<file path="src/rtl/mem_bus_arbiter.sv">
// Two-master arbiter for the shared instruction/data memory (core on port 0, debug loader on port 1).
// Define MEM_ARB_FIXED_PRIO_EN for fixed port-0 priority; default is round-robin.
module mem_bus_arbiter #(
  parameter int ADDR_W  = 32,
  parameter int DATA_W  = 32,
  parameter int MEM_LAT = 2
) (
  input  logic              clk,
  input  logic              reset,
  input  logic              m0_req,
  input  logic              m0_we,
  input  logic [ADDR_W-1:0] m0_addr,
  input  logic [DATA_W-1:0] m0_wdata,
  output logic              m0_ack,
  output logic [DATA_W-1:0] m0_rdata,
  input  logic              m1_req,
  input  logic              m1_we,
  input  logic [ADDR_W-1:0] m1_addr,
  input  logic [DATA_W-1:0] m1_wdata,
  output logic              m1_ack,
  output logic [DATA_W-1:0] m1_rdata,
  output logic              mem_en,
  output logic              mem_we,
  output logic [ADDR_W-1:0] mem_addr,
  output logic [DATA_W-1:0] mem_wdata,
  input  logic [DATA_W-1:0] mem_rdata,
  output logic              busy,
  output logic              owner
);

  typedef enum logic [1:0] {IDLE, ISSUE, WAIT, RESP} state_t;

  localparam int CW = $clog2(MEM_LAT + 1);
  // WAIT is entered the cycle after ISSUE, so data arrives when cnt reaches MEM_LAT-1
  localparam logic [CW-1:0] LAST_CNT = CW'(MEM_LAT - 1);

  state_t        state;
  logic [CW-1:0] cnt;
  logic          winner;

`ifdef MEM_ARB_FIXED_PRIO_EN
  always_comb begin
    winner = ~m0_req;
  end
`else
  logic last_served;

  always_comb begin
    if (m0_req && m1_req) winner = ~last_served;
    else                  winner = ~m0_req;
  end
`endif

  always_ff @(posedge clk or posedge reset) begin
    if (reset) begin
      state     <= IDLE;
      cnt       <= '0;
`ifndef MEM_ARB_FIXED_PRIO_EN
      last_served <= 1'b1;
`endif
      owner     <= 1'b0;
      busy      <= 1'b0;
      mem_en    <= 1'b0;
      mem_we    <= 1'b0;
      mem_addr  <= '0;
      mem_wdata <= '0;
      m0_ack    <= 1'b0;
      m1_ack    <= 1'b0;
      m0_rdata  <= '0;
      m1_rdata  <= '0;
    end else begin
      case (state)
        IDLE: begin
          if (m0_req || m1_req) begin
            owner     <= winner;
`ifndef MEM_ARB_FIXED_PRIO_EN
            last_served <= winner;
`endif
            mem_we    <= winner ? m1_we    : m0_we;
            mem_addr  <= winner ? m1_addr  : m0_addr;
            mem_wdata <= winner ? m1_wdata : m0_wdata;
            mem_en    <= 1'b1;
            busy      <= 1'b1;
            state     <= ISSUE;
          end
        end
        ISSUE: begin
          mem_en <= 1'b0;
          cnt    <= '0;
          if (mem_we) begin
            if (owner) m1_ack <= 1'b1;
            else       m0_ack <= 1'b1;
            state <= RESP;
          end else begin
            state <= WAIT;
          end
        end
        WAIT: begin
          if (cnt == LAST_CNT) begin
            if (owner) begin
              m1_rdata <= mem_rdata;
              m1_ack   <= 1'b1;
            end else begin
              m0_rdata <= mem_rdata;
              m0_ack   <= 1'b1;
            end
            state <= RESP;
          end else begin
            cnt <= cnt + 1'b1;
          end
        end
        RESP: begin
          m0_ack <= 1'b0;
          m1_ack <= 1'b0;
          busy   <= 1'b0;
          state  <= IDLE;
        end
        default: state <= IDLE;
      endcase
    end
  end

endmodule

</file>
<file path="config.mk">
export PLATFORM = sky130hd
export DESIGN_NAME = mem_bus_arbiter
export DESIGN_NICKNAME = d
export VERILOG_FILES = /design/src/rtl/mem_bus_arbiter.sv
export SDC_FILE = /design/constraint.sdc
export NUM_CORES = 1
export LEC_CHECK = 0
export ABC_AREA = 1
export ABC_CLOCK_PERIOD_IN_PS = 7800
export BUFFER_PORTS_ARGS = -buffer_cell sky130_fd_sc_hd__buf_2
export CORE_AREA = 2 2 115 117
export CTS_BUF_LIST = sky130_fd_sc_hd__clkbuf_8
export DETAILED_ROUTE_END_ITERATION = 7
export DIE_AREA = 0 0 117 119
export GPL_TIMING_DRIVEN = 0
export PLACE_DENSITY = 0.94
export SLEW_MARGIN = 20
export SYNTH_ARGS = -nofsm -noshare
export SYNTH_HDL_FRONTEND = slang
export SYNTH_SLANG_ARGS = --single-unit
</file>
<file path="constraint.sdc">
create_clock -name clk -period 7.8 [get_ports clk]
set_clock_uncertainty 0.2 [all_clocks]
set_input_delay 1.95 -clock clk [delete_from_list [all_inputs] [get_ports clk]]
set_output_delay 1.95 -clock clk [all_outputs]
set_load 0.1 [all_outputs]
</file>
; ---- Word-level counts from Yosys, hierarchy flattened
; Index checks and enable logic that the tools add are counted.
[op_classes]
addsub = 1
eq_ne = 8
muxes = 21
n_bitwise = 3
reduce_logical = 15
[ops]
columns = op, count
row1 = 2-to-1 mux 32 bit, 2
row2 = 2-to-1 mux 1 bit, 10
row3 = AND reduction 2 bit, 5
row4 = AND reduction 3 bit, 3
row5 = != test 2 bit (second input constant), 4
row6 = one-hot mux 2 bit (4 select lines), 1
row7 = 2-to-1 mux 2 bit, 3
row8 = one-hot mux 1 bit (3 select lines), 2
row9 = nonzero test 2 bit, 3
row10 = == test 2 x 1 -> 1 bit (second input constant), 2
row11 = == test 2 bit (second input constant), 2
row12 = one-hot mux 1 bit (2 select lines), 2
row13 = one-hot mux 2 bit (2 select lines), 1
row14 = inverter 1 bit, 3
row15 = nonzero test 3 bit, 1
row16 = adder 2 x 1 -> 2 bit (second input constant), 1
row17 = zero test 2 bit, 1
row18 = logical AND 1 bit, 1
row19 = logical OR 1 bit, 1
[totals]
reg_bits = 139
inputBits = 166
output_inout_bits = 134
elab_cells = 61

; ---- Longest topological paths before layout
; Gate-level depths: netlist of the first run.
[logic_depth]
depth_word = 3
depth_mapped = 8
depth_no_buf = 8

; ---- Least setup slack after synthesis of the first run
; OpenSTA, ideal clock, no wires.
[synth_timing]
kind = flip-flop to output port
from = register owner
to = output owner
arrival_ns = 0.950
required_time_ns = 5.650
setup_slack_ns = 4.700
stages_incl_launch_ff = 1
path_buffers = 0
cell_sequence = dfrtp_1
[synth_lines]
columns = item, line
row1 = start: declaration, 28  ; output logic owner
row2 = start signal: assignment, 75  ; owner <= winner;
; No word-level cell between the ends.

; ---- Worst setup path in the final report of the first run
[layout_timing]
from = register owner
to = output owner
; No word-level cell between the ends.

==> impl_metrics.toml, run 1 <==
[setup_path]
critPathMaxFanout = 5
reg2reg_slack_ns = 5.76
required_ns = 5.65
crit_slowest_cell = "buf_2"
reg2reg_from = "state[0]"
path_delay_family = "buffers and inverters"
worstSetupPathType = "reg2out"
cp-start-kind = "flip-flop"
worstReg2RegEnd = "mem_wdata[13]"
r2r_cells = 7
worst_ep_arrival_time_ns = 1.35
path_cells = "buf_2"
critical_path_buf_inv_count = 1
end_kind = "output pin"
cpPeakStageDelay_ns = 0.48

[sta]
layout_min_cycle_time_ns = 3.497
finalHoldViolations = 0
tns_ns = 0
finalSetupViolations = 0
drv_slew = 0
fin_crit_sh_pct = 44.83
rsz0062_at_grt = "false"
tightest_slew_ns = 0.5543
relSlewSlack_pct = 63.30
max_freq_ghz = 0.2860

[place]
gp_congestion = 0.9587
io_buffers = 299
dp_hpwl_um = 14260

[clock_tree]
cts-buffers-inserted = 17
cts_tree = "done"
cts.path.max_buffers = 2
clkTransAtPathRegs_ns = 0.07
ctsHoldBuffers = 0
clkSinkCount = 139
htree_levels = 4
insertion_delay_ns = 0.43
root_buffer = "clkbuf_8"
cts_resized = 0
cts_setup_buffers = 0

[synth]
syn_area_mm2 = 0.006618
ys_ff_latch = 139
netlist_top_cells_area = "dfrtp_1, nand2_1, inv_1"
syn_nets = 1042
synth_cell_types = 19
async_flop_share_pct = 100.0
synth_edf_count = 0
synthFlopType = "dfrtp_1"
synthTopCellsByCount = "nand2_1, inv_1, dfrtp_1, nand3_1, o21ai_0"
netlist.area_leader.share_pct = 52.18
synth_largest_area_cell = "dfrtp_1"
ys_seq_area_share_pct = 52.58
yosysMostFrequentCell = "nand2_1"
syn_avg_cell_area_um2 = 7.624
syn_inst = 868
yosys_warnings = 0

[die]
core_area_mm2 = 0.01287
num_io_pins = 300
initial_utilization_pct = 51.40
die_area_mm2 = 0.01392
die_h_um = 119
rows = 42
die_width_um = 117

[global_routing]
met3_usage_pct = 8.957
grt_use_met1_pct = 33.12
grt_use_met2_pct = 45.05
gr-total-overflow = 0
grt_max_degree = 73
globalRouteTotalUtil_pct = 27.96
grt_busiest_layer = "met2"
grt_pass1_wl_um = 30370
antenna_found_initial = 0
first_global_vias = 6497

[status]
outcome = "finished, final reports clean"

[job]
drv_cap = 0

[routing]
finalWirelength_um = 19000
dr_total_vias = 6792
drc = 0
first_pass_iters = 5
ant_nets = 0
wire_per_inst_um = 13.81
routed_via_density = 4.936
drt_iter0_markers = 470

[hold_path]
hold_depth = 2
hold_end = "mem_wdata[14]"
hp-class = "reg2reg"
hold_start = "mem_wdata[14]"

[layout]
fin_util_pct = 68.18
area_growth_syn_to_layout_pct = 32.65
fin_nets = 1361
diodes = 0
drive_gt1_share_pct = 30.42
==> cell type report <==
class,instances,area (um^2)
Buffer,47,221.5
Clock buffer,17,234.0
Clock inverter,15,175.2
Fill cell,1036,4096
Inverter,176,668.1
Multi-Input combinational cell,506,2256
Sequential cell,139,3480
Tap cell,176,220.2
Timing Repair Buffer,300,1524
==> placed cells by master, fill, tap and decap left out, types with 8 or more instances in the layout <==
cell        n
clkbuf_1   18
o21ai_0    71
ha_1        8
buf_2     326
clkbuf_8   17
nand2_1   283
inv_1     176
dfrtp_1   138
nand3_1   132
==> how the worst max path moves through the flow <==
stage	from	to	slack, ns	cells after the start
floorplan	reset	busy	1.93	1
CTS	owner	owner	4.26	1
finish	owner	owner	4.30	1
global route	owner	owner	4.21	1
detailed placement	m1_req	mem_addr[14]	4.50	8
global placement	reset	mem_addr[13]	0.44	2
==> sequential cells by signal (all words and copies together), names as in the netlist <==
name         flops
mem_addr        32
cnt              2
owner            1
state            2
busy             1
mem_wdata       32
mem_en           1
last_served      1
m1_ack           1
m1_rdata        32
mem_we           1
m0_rdata        32
m0_ack           1
==> cells by family (layout without fill, tap and decap cells) <==
kind of cell	count (synthesis)	in the layout	share of synthesized area (%)
AO/OA/AOI/OAI	76	76	5.805
flip-flops	139	139	52.58
buffers and inverters	223	555	13.33
adder cells (fa/ha/maj)	8	8	1.513
AND/OR/NAND/NOR	422	422	26.77
==> metrics by stage <==
| step | cells | worst slack, ns | hold WS [ns] | cell area (um^2) |
|---|---|---|---|---|
| 3_5_place_dp | 1344 | 4.503 | 0.2607 | 8369 |
| 3_3_place_gp | 1343 | 0.4353 | 0.2579 | 8334 |
| 6_report | 1376 | 4.303 | 0.2759 | 8778 |
| 2_1_floorplan | 868 | 1.927 | 0.2711 | 6618 |
| 4_1_cts | 1376 | 4.262 | 0.2819 | 8778 |
| 5_1_grt | 1376 | 4.214 | 0.2897 | 8778 |
==> per-layer routing <==
layer  part of all wire, %  vias to the layer above
li1                      -                     3268
met1                    40                     3132
met2                    48                      328
met3                   7.7                       64
met4                   4.1                        0
met5                     0                        -
Power of run 1 is left out: the tool's default activity adds up to more than one toggle a clock period on the data nets, which glitch-free logic cannot reach.
==> inputs of run 2 (changes only) <==
- ABC_AREA: 1 -> 0
- ABC_CLOCK_PERIOD_IN_PS: 7800 -> 3200
- CORE_AREA: 2 2 115 117 -> not set
- CORE_UTILIZATION: not set -> 43
- DIE_AREA: 0 0 117 119 -> not set
- PLACE_DENSITY: 0.94 -> 0.84
- clock period: 7.8 -> 3.2 ns (I/O delays scaled with it)
==> run 2 against run 1 <==
Against the previous run:
- area after synthesis shrank 5.2%
- critical endpoint unchanged
- synthesized cell count decreased by 34%
- clock-buffer cell count rose by 3
- sequential share of layout area increased by 1.5 points
- global-route usage fell by 3.5 points
- design area down 3.7%
- register-to-register slack worse by 4.8 ns
- critical path type unchanged
- sequential cell count stayed put
- non-clock buffer count is 7 higher
==> impl_metrics.toml, run 2 <==
[die]
initial_utilization_pct = 44.66
rows = 43
die_width_um = 122.8
core_area_mm2 = 0.01404
die_area_mm2 = 0.01507
num_io_pins = 300
die_h_um = 122.8

[layout]
final_common_cell = "buf_2"
fin_nets = 1065
diodes = 0
fillers = 1190
fin_cells = 1084
area_growth_syn_to_layout_pct = 34.82
fin_area_mm2 = 0.008454
final_cell_mix = "buf_2, dfrtp_1, nor2_1"
drive_gt1_share_pct = 46.68

[clock_tree]
cts-buffers-inserted = 17
clkTransAtPathRegs_ns = 0.08
cts_resized = 0
clkSinkCount = 139
cts_setup_buffers = 0
ctsHoldBuffers = 0
insertion_delay_ns = 0.43
cts_tree = "done"
root_buffer = "clkbuf_8"
htree_levels = 4
cts.path.max_buffers = 2

[sta]
finalSetupViolations = 0
relSlewSlack_pct = 61.75
tightest_slew_ns = 0.5726
finalHoldViolations = 0
fin_crit_sh_pct = 73.37
layout_min_cycle_time_ns = 2.348
drv_slew = 0
max_freq_ghz = 0.4259
rsz0062_at_grt = "false"
fin_ws_ns = 0.8523

[synth]
netlist.area_leader.share_pct = 55.07
ys_ff_latch = 139
synth_edf_count = 0
netlist_top_cells_area = "dfrtp_1, mux2_4, a31oi_1"
yosysMostFrequentCell = "dfrtp_1"
synth_largest_area_cell = "dfrtp_1"
syn_avg_cell_area_um2 = 11.00
syn_inst = 570
syn_nets = 744
yosys_warnings = 0
ys_seq_area_share_pct = 55.49
syn_area_mm2 = 0.006271
synthFlopType = "dfrtp_1"
synthTopCellsByCount = "dfrtp_1, nor2_1, a31oi_1, nand3_1, o21ai_0"
synth_cell_types = 35
async_flop_share_pct = 100.0

[setup_path]
crit_end = "owner"
path_cells = "buf_2"
end_kind = "output pin"
reg2reg_slack_ns = 0.97
critPathMaxFanout = 6
worstReg2RegEnd = "mem_addr[29]"
critical_path_buf_inv_count = 1
worstSetupPathType = "reg2out"
path_delay_family = "buffers and inverters"
reg2reg_from = "state[0]"
cpPeakStageDelay_ns = 0.48
cp-start-kind = "flip-flop"
worst_ep_arrival_time_ns = 1.35
path_depth = 1
crit_path_start = "owner"
crit_slowest_cell = "buf_2"
required_ns = 2.20
r2r_cells = 8

[global_routing]
globalRouteTotalUtil_pct = 24.42
first_global_vias = 5533
grt_pass1_wl_um = 27920
grt_max_degree = 35
antenna_found_initial = 0
gr-total-overflow = 0

[routing]
wire_per_inst_um = 16.77
ant_nets = 0
finalWirelength_um = 18180
routed_via_density = 5.266
dr_total_vias = 5708
drc = 0
drt_iter0_markers = 279
first_pass_iters = 5

[hold_path]
hp-class = "in2async"

[place]
dp_hpwl_um = 13960
post-place-ws_ns = 0.8281
dpl_cell_area_mm2 = 0.008079
io_buffers = 298
gp_congestion = 0.9047
placedCellCount = 1052

[status]
outcome = "finished, final reports clean"

[job]
drv_cap = 0
==> run 2: area by class of cell <==
| cell class | instances | area, um^2 | share of cell area [%] |
|---|---|---|---|
| Multi-Input combinational cell | 371 | 2475 | 29.27 |
| Tap cell | 180 | 225.2 | 2.664 |
| Timing Repair Buffer | 302 | 1579 | 18.68 |
| Clock buffer | 20 | 275.3 | 3.256 |
| Buffer | 52 | 286.5 | 3.389 |
| Sequential cell | 139 | 3480 | 41.16 |
| Clock inverter | 12 | 100.1 | 1.184 |
| Inverter | 8 | 33.78 | 0.3996 |
==> run 2: per-stage QoR <==
step	setup TNS, ns	util, %	hold slack [ns]
5_1_grt	0	60.21	0.2257
2_1_floorplan	0	-	0.2497
6_report	0	60.21	0.2213
4_1_cts	0	60.21	0.2095
3_3_place_gp	-50.57	56.91	0.2635
3_5_place_dp	0	57.53	0.2670
==> run 2: metal layers <==
layer	vias to the layer above	track usage, %	wire length [um]
met2	288	41.50	8940
li1	2686	-	-
met1	2697	27.77	7154
met3	37	8.178	1494
met4	0	10.82	585
met5	-	0	0
==> run 2: logic make-up (layout without fill, tap and decap cells) <==
group	Yosys count	in the layout	synth area share, %
DFF	139	139	55.49
buffers and inverters	60	394	5.048
adders and majority gates	8	8	1.596
AOI/OAI and AO/OA	148	148	13.51
muxes	66	66	13.63
and+or+nand+nor	148	148	10.60
xor gates and xnor gates	1	1	0.1397
==> run 2: worst min-delay path by stage <==
stage | slack (ns) | to | from | depth (start not counted)
final | 0.22 | m0_rdata[26] | reset | 2
after global routing | 0.23 | m0_rdata[0] | reset | 2
after CTS | 0.21 | m1_rdata[26] | reset | 2
after detailed placement | 0.27 | cnt[1] | cnt[1] | 1
after global placement | 0.26 | cnt[1] | cnt[1] | 1
after floorplan | 0.25 | cnt[1] | cnt[1] | 1
Power of run 2 is left out for the same reason.
==> inputs of run 3 (changes only) <==
- ABC_AREA: 0 -> 1
- ABC_CLOCK_PERIOD_IN_PS: 3200 -> 2100
- CORE_UTILIZATION: 43 -> 44
- PLACE_DENSITY: 0.84 -> 0.85
- clock period: 3.2 -> 2.1 ns (I/O delays scaled with it)
==> run 3 against run 2 <==
Against the previous run:
- die area grew 3.1%
- sequential cell count unchanged
- global-route usage rose by 0.45 points
- register-to-register slack worse by 0.86 ns
- critical endpoint is now mem_wdata[0]
- hold slack lost 0.076 ns
- cell count rose by 28%
- sequential share of layout area decreased by 2.1 points
- setup slack lost 0.74 ns
- design area increased by 5.3%
==> impl_metrics.toml, run 3 (synthesized netlist as in run 1, its figures left out) <==
[status]
outcome = "finished, final reports clean"

[sta]
max_freq_ghz = 0.5033
fin_ws_ns = 0.1130
tightest_slew_ns = 0.5364
holdWs_ns = 0.1458
rsz0062_at_grt = "true"
layout_min_cycle_time_ns = 1.987
fin_crit_sh_pct = 94.62
relSlewSlack_pct = 64.16
drv_slew = 0
finalHoldViolations = 0
finalSetupViolations = 0

[hold_path]
hold_start = "mem_rdata[27]"
hold_end = "m0_rdata[27]"
hold_depth = 3
hp-class = "in2reg"

[layout]
diodes = 0
multi_input_area_mm2 = 0.002261
seqCellArea_mm2 = 0.003480
fin_area_mm2 = 0.008900
fillers = 1282
fin_nets = 1365
drive_gt1_share_pct = 31.15
final_cell_mix = "buf_2, nand2_1, inv_1"
fin_util_pct = 61.00
final_common_cell = "buf_2"
area_growth_syn_to_layout_pct = 34.49

[setup_path]
reg2reg_slack_ns = 0.11
required_ns = 1.37
worstReg2RegEnd = "m1_rdata[15]"
path_cells = "buf_2"
end_kind = "output pin"
critical_path_buf_inv_count = 1
reg2reg_from = "state[0]"
worstSetupPathType = "reg2out"
worst_ep_arrival_time_ns = 1.26
cp-start-kind = "flip-flop"
critPathMaxFanout = 2
cpPeakStageDelay_ns = 0.45
r2r_cells = 5
crit_slowest_cell = "buf_2"
path_delay_family = "buffers and inverters"

[place]
dpl_cell_area_mm2 = 0.008428
io_buffers = 299
gp_congestion = 0.8800
post-place-ws_ns = 0.04291
dp_hpwl_um = 14090

[global_routing]
grt_use_met1_pct = 31.82
first_global_vias = 6426
met3_usage_pct = 5.369
globalRouteTotalUtil_pct = 24.87
grt_pass1_wl_um = 30870
gr-total-overflow = 0
grt_use_met2_pct = 40.49
antenna_found_initial = 0
grt_max_degree = 35
grt_busiest_layer = "met2"

[clock_tree]
insertion_delay_ns = 0.43
clkTransAtPathRegs_ns = 0.09
cts_setup_buffers = 0
cts-buffers-inserted = 17
clkSinkCount = 139
cts.path.max_buffers = 2
htree_levels = 4
root_buffer = "clkbuf_8"
cts_tree = "done"

[routing]
drc = 0
ant_nets = 0
drt_iter0_markers = 417
finalWirelength_um = 18710
wire_per_inst_um = 13.48
dr_total_vias = 6658
first_pass_iters = 5
routed_via_density = 4.797

[die]
die_h_um = 124.6
die_area_mm2 = 0.01553
initial_utilization_pct = 45.36
core_area_mm2 = 0.01459
die_width_um = 124.6
num_io_pins = 300
rows = 44

[job]
drv_cap = 0
## run 3: timing repair
action,CTS,global route
endpoints found under the setup margin,1,95
hold endpoints to repair,22,0
gates resized for setup,1,19
hold buffers,1,0
## run 3: layout make-up
| class | instances | area share, % |
|---|---|---|
| sequential | 139 | 39.10 |
| tap | 184 | 2.587 |
| clock buffer | 18 | 2.784 |
| timing repair buffer | 304 | 17.88 |
| clock inverter | 14 | 2.179 |
| buffer | 47 | 2.601 |
| inverter | 176 | 7.465 |
| multi-input combinational | 506 | 25.40 |
## run 3: layer usage
metal / share of wire, % / routed length [um]
met5: 0 / 0
met4: 3.0 / 563
met3: 6.2 / 1156
met2: 48 / 8957
met1: 43 / 8036
## run 3: worst max path at each step
stage	from	to	slack (ns)	cells after the start
final	mem_wdata[0]	mem_wdata[0]	0.11	1
after global routing	state[0]	m1_rdata[15]	-0.05	5
after CTS	state[0]	mem_wdata[4]	0.009	8
after detailed placement	state[0]	mem_wdata[11]	0.04	8
after global placement	reset	mem_addr[25]	-1.19	2
after floorplan	reset	busy	-0.36	1
## run 3: through the flow
stage	cells	TNS (ns)
detailed placement	1355	0
CTS	1388	0
finish	1388	0
global route	1388	-0.1314
floorplan	868	-49.58
global placement	1351	-164.06
Power of run 3 is left out for the same reason.
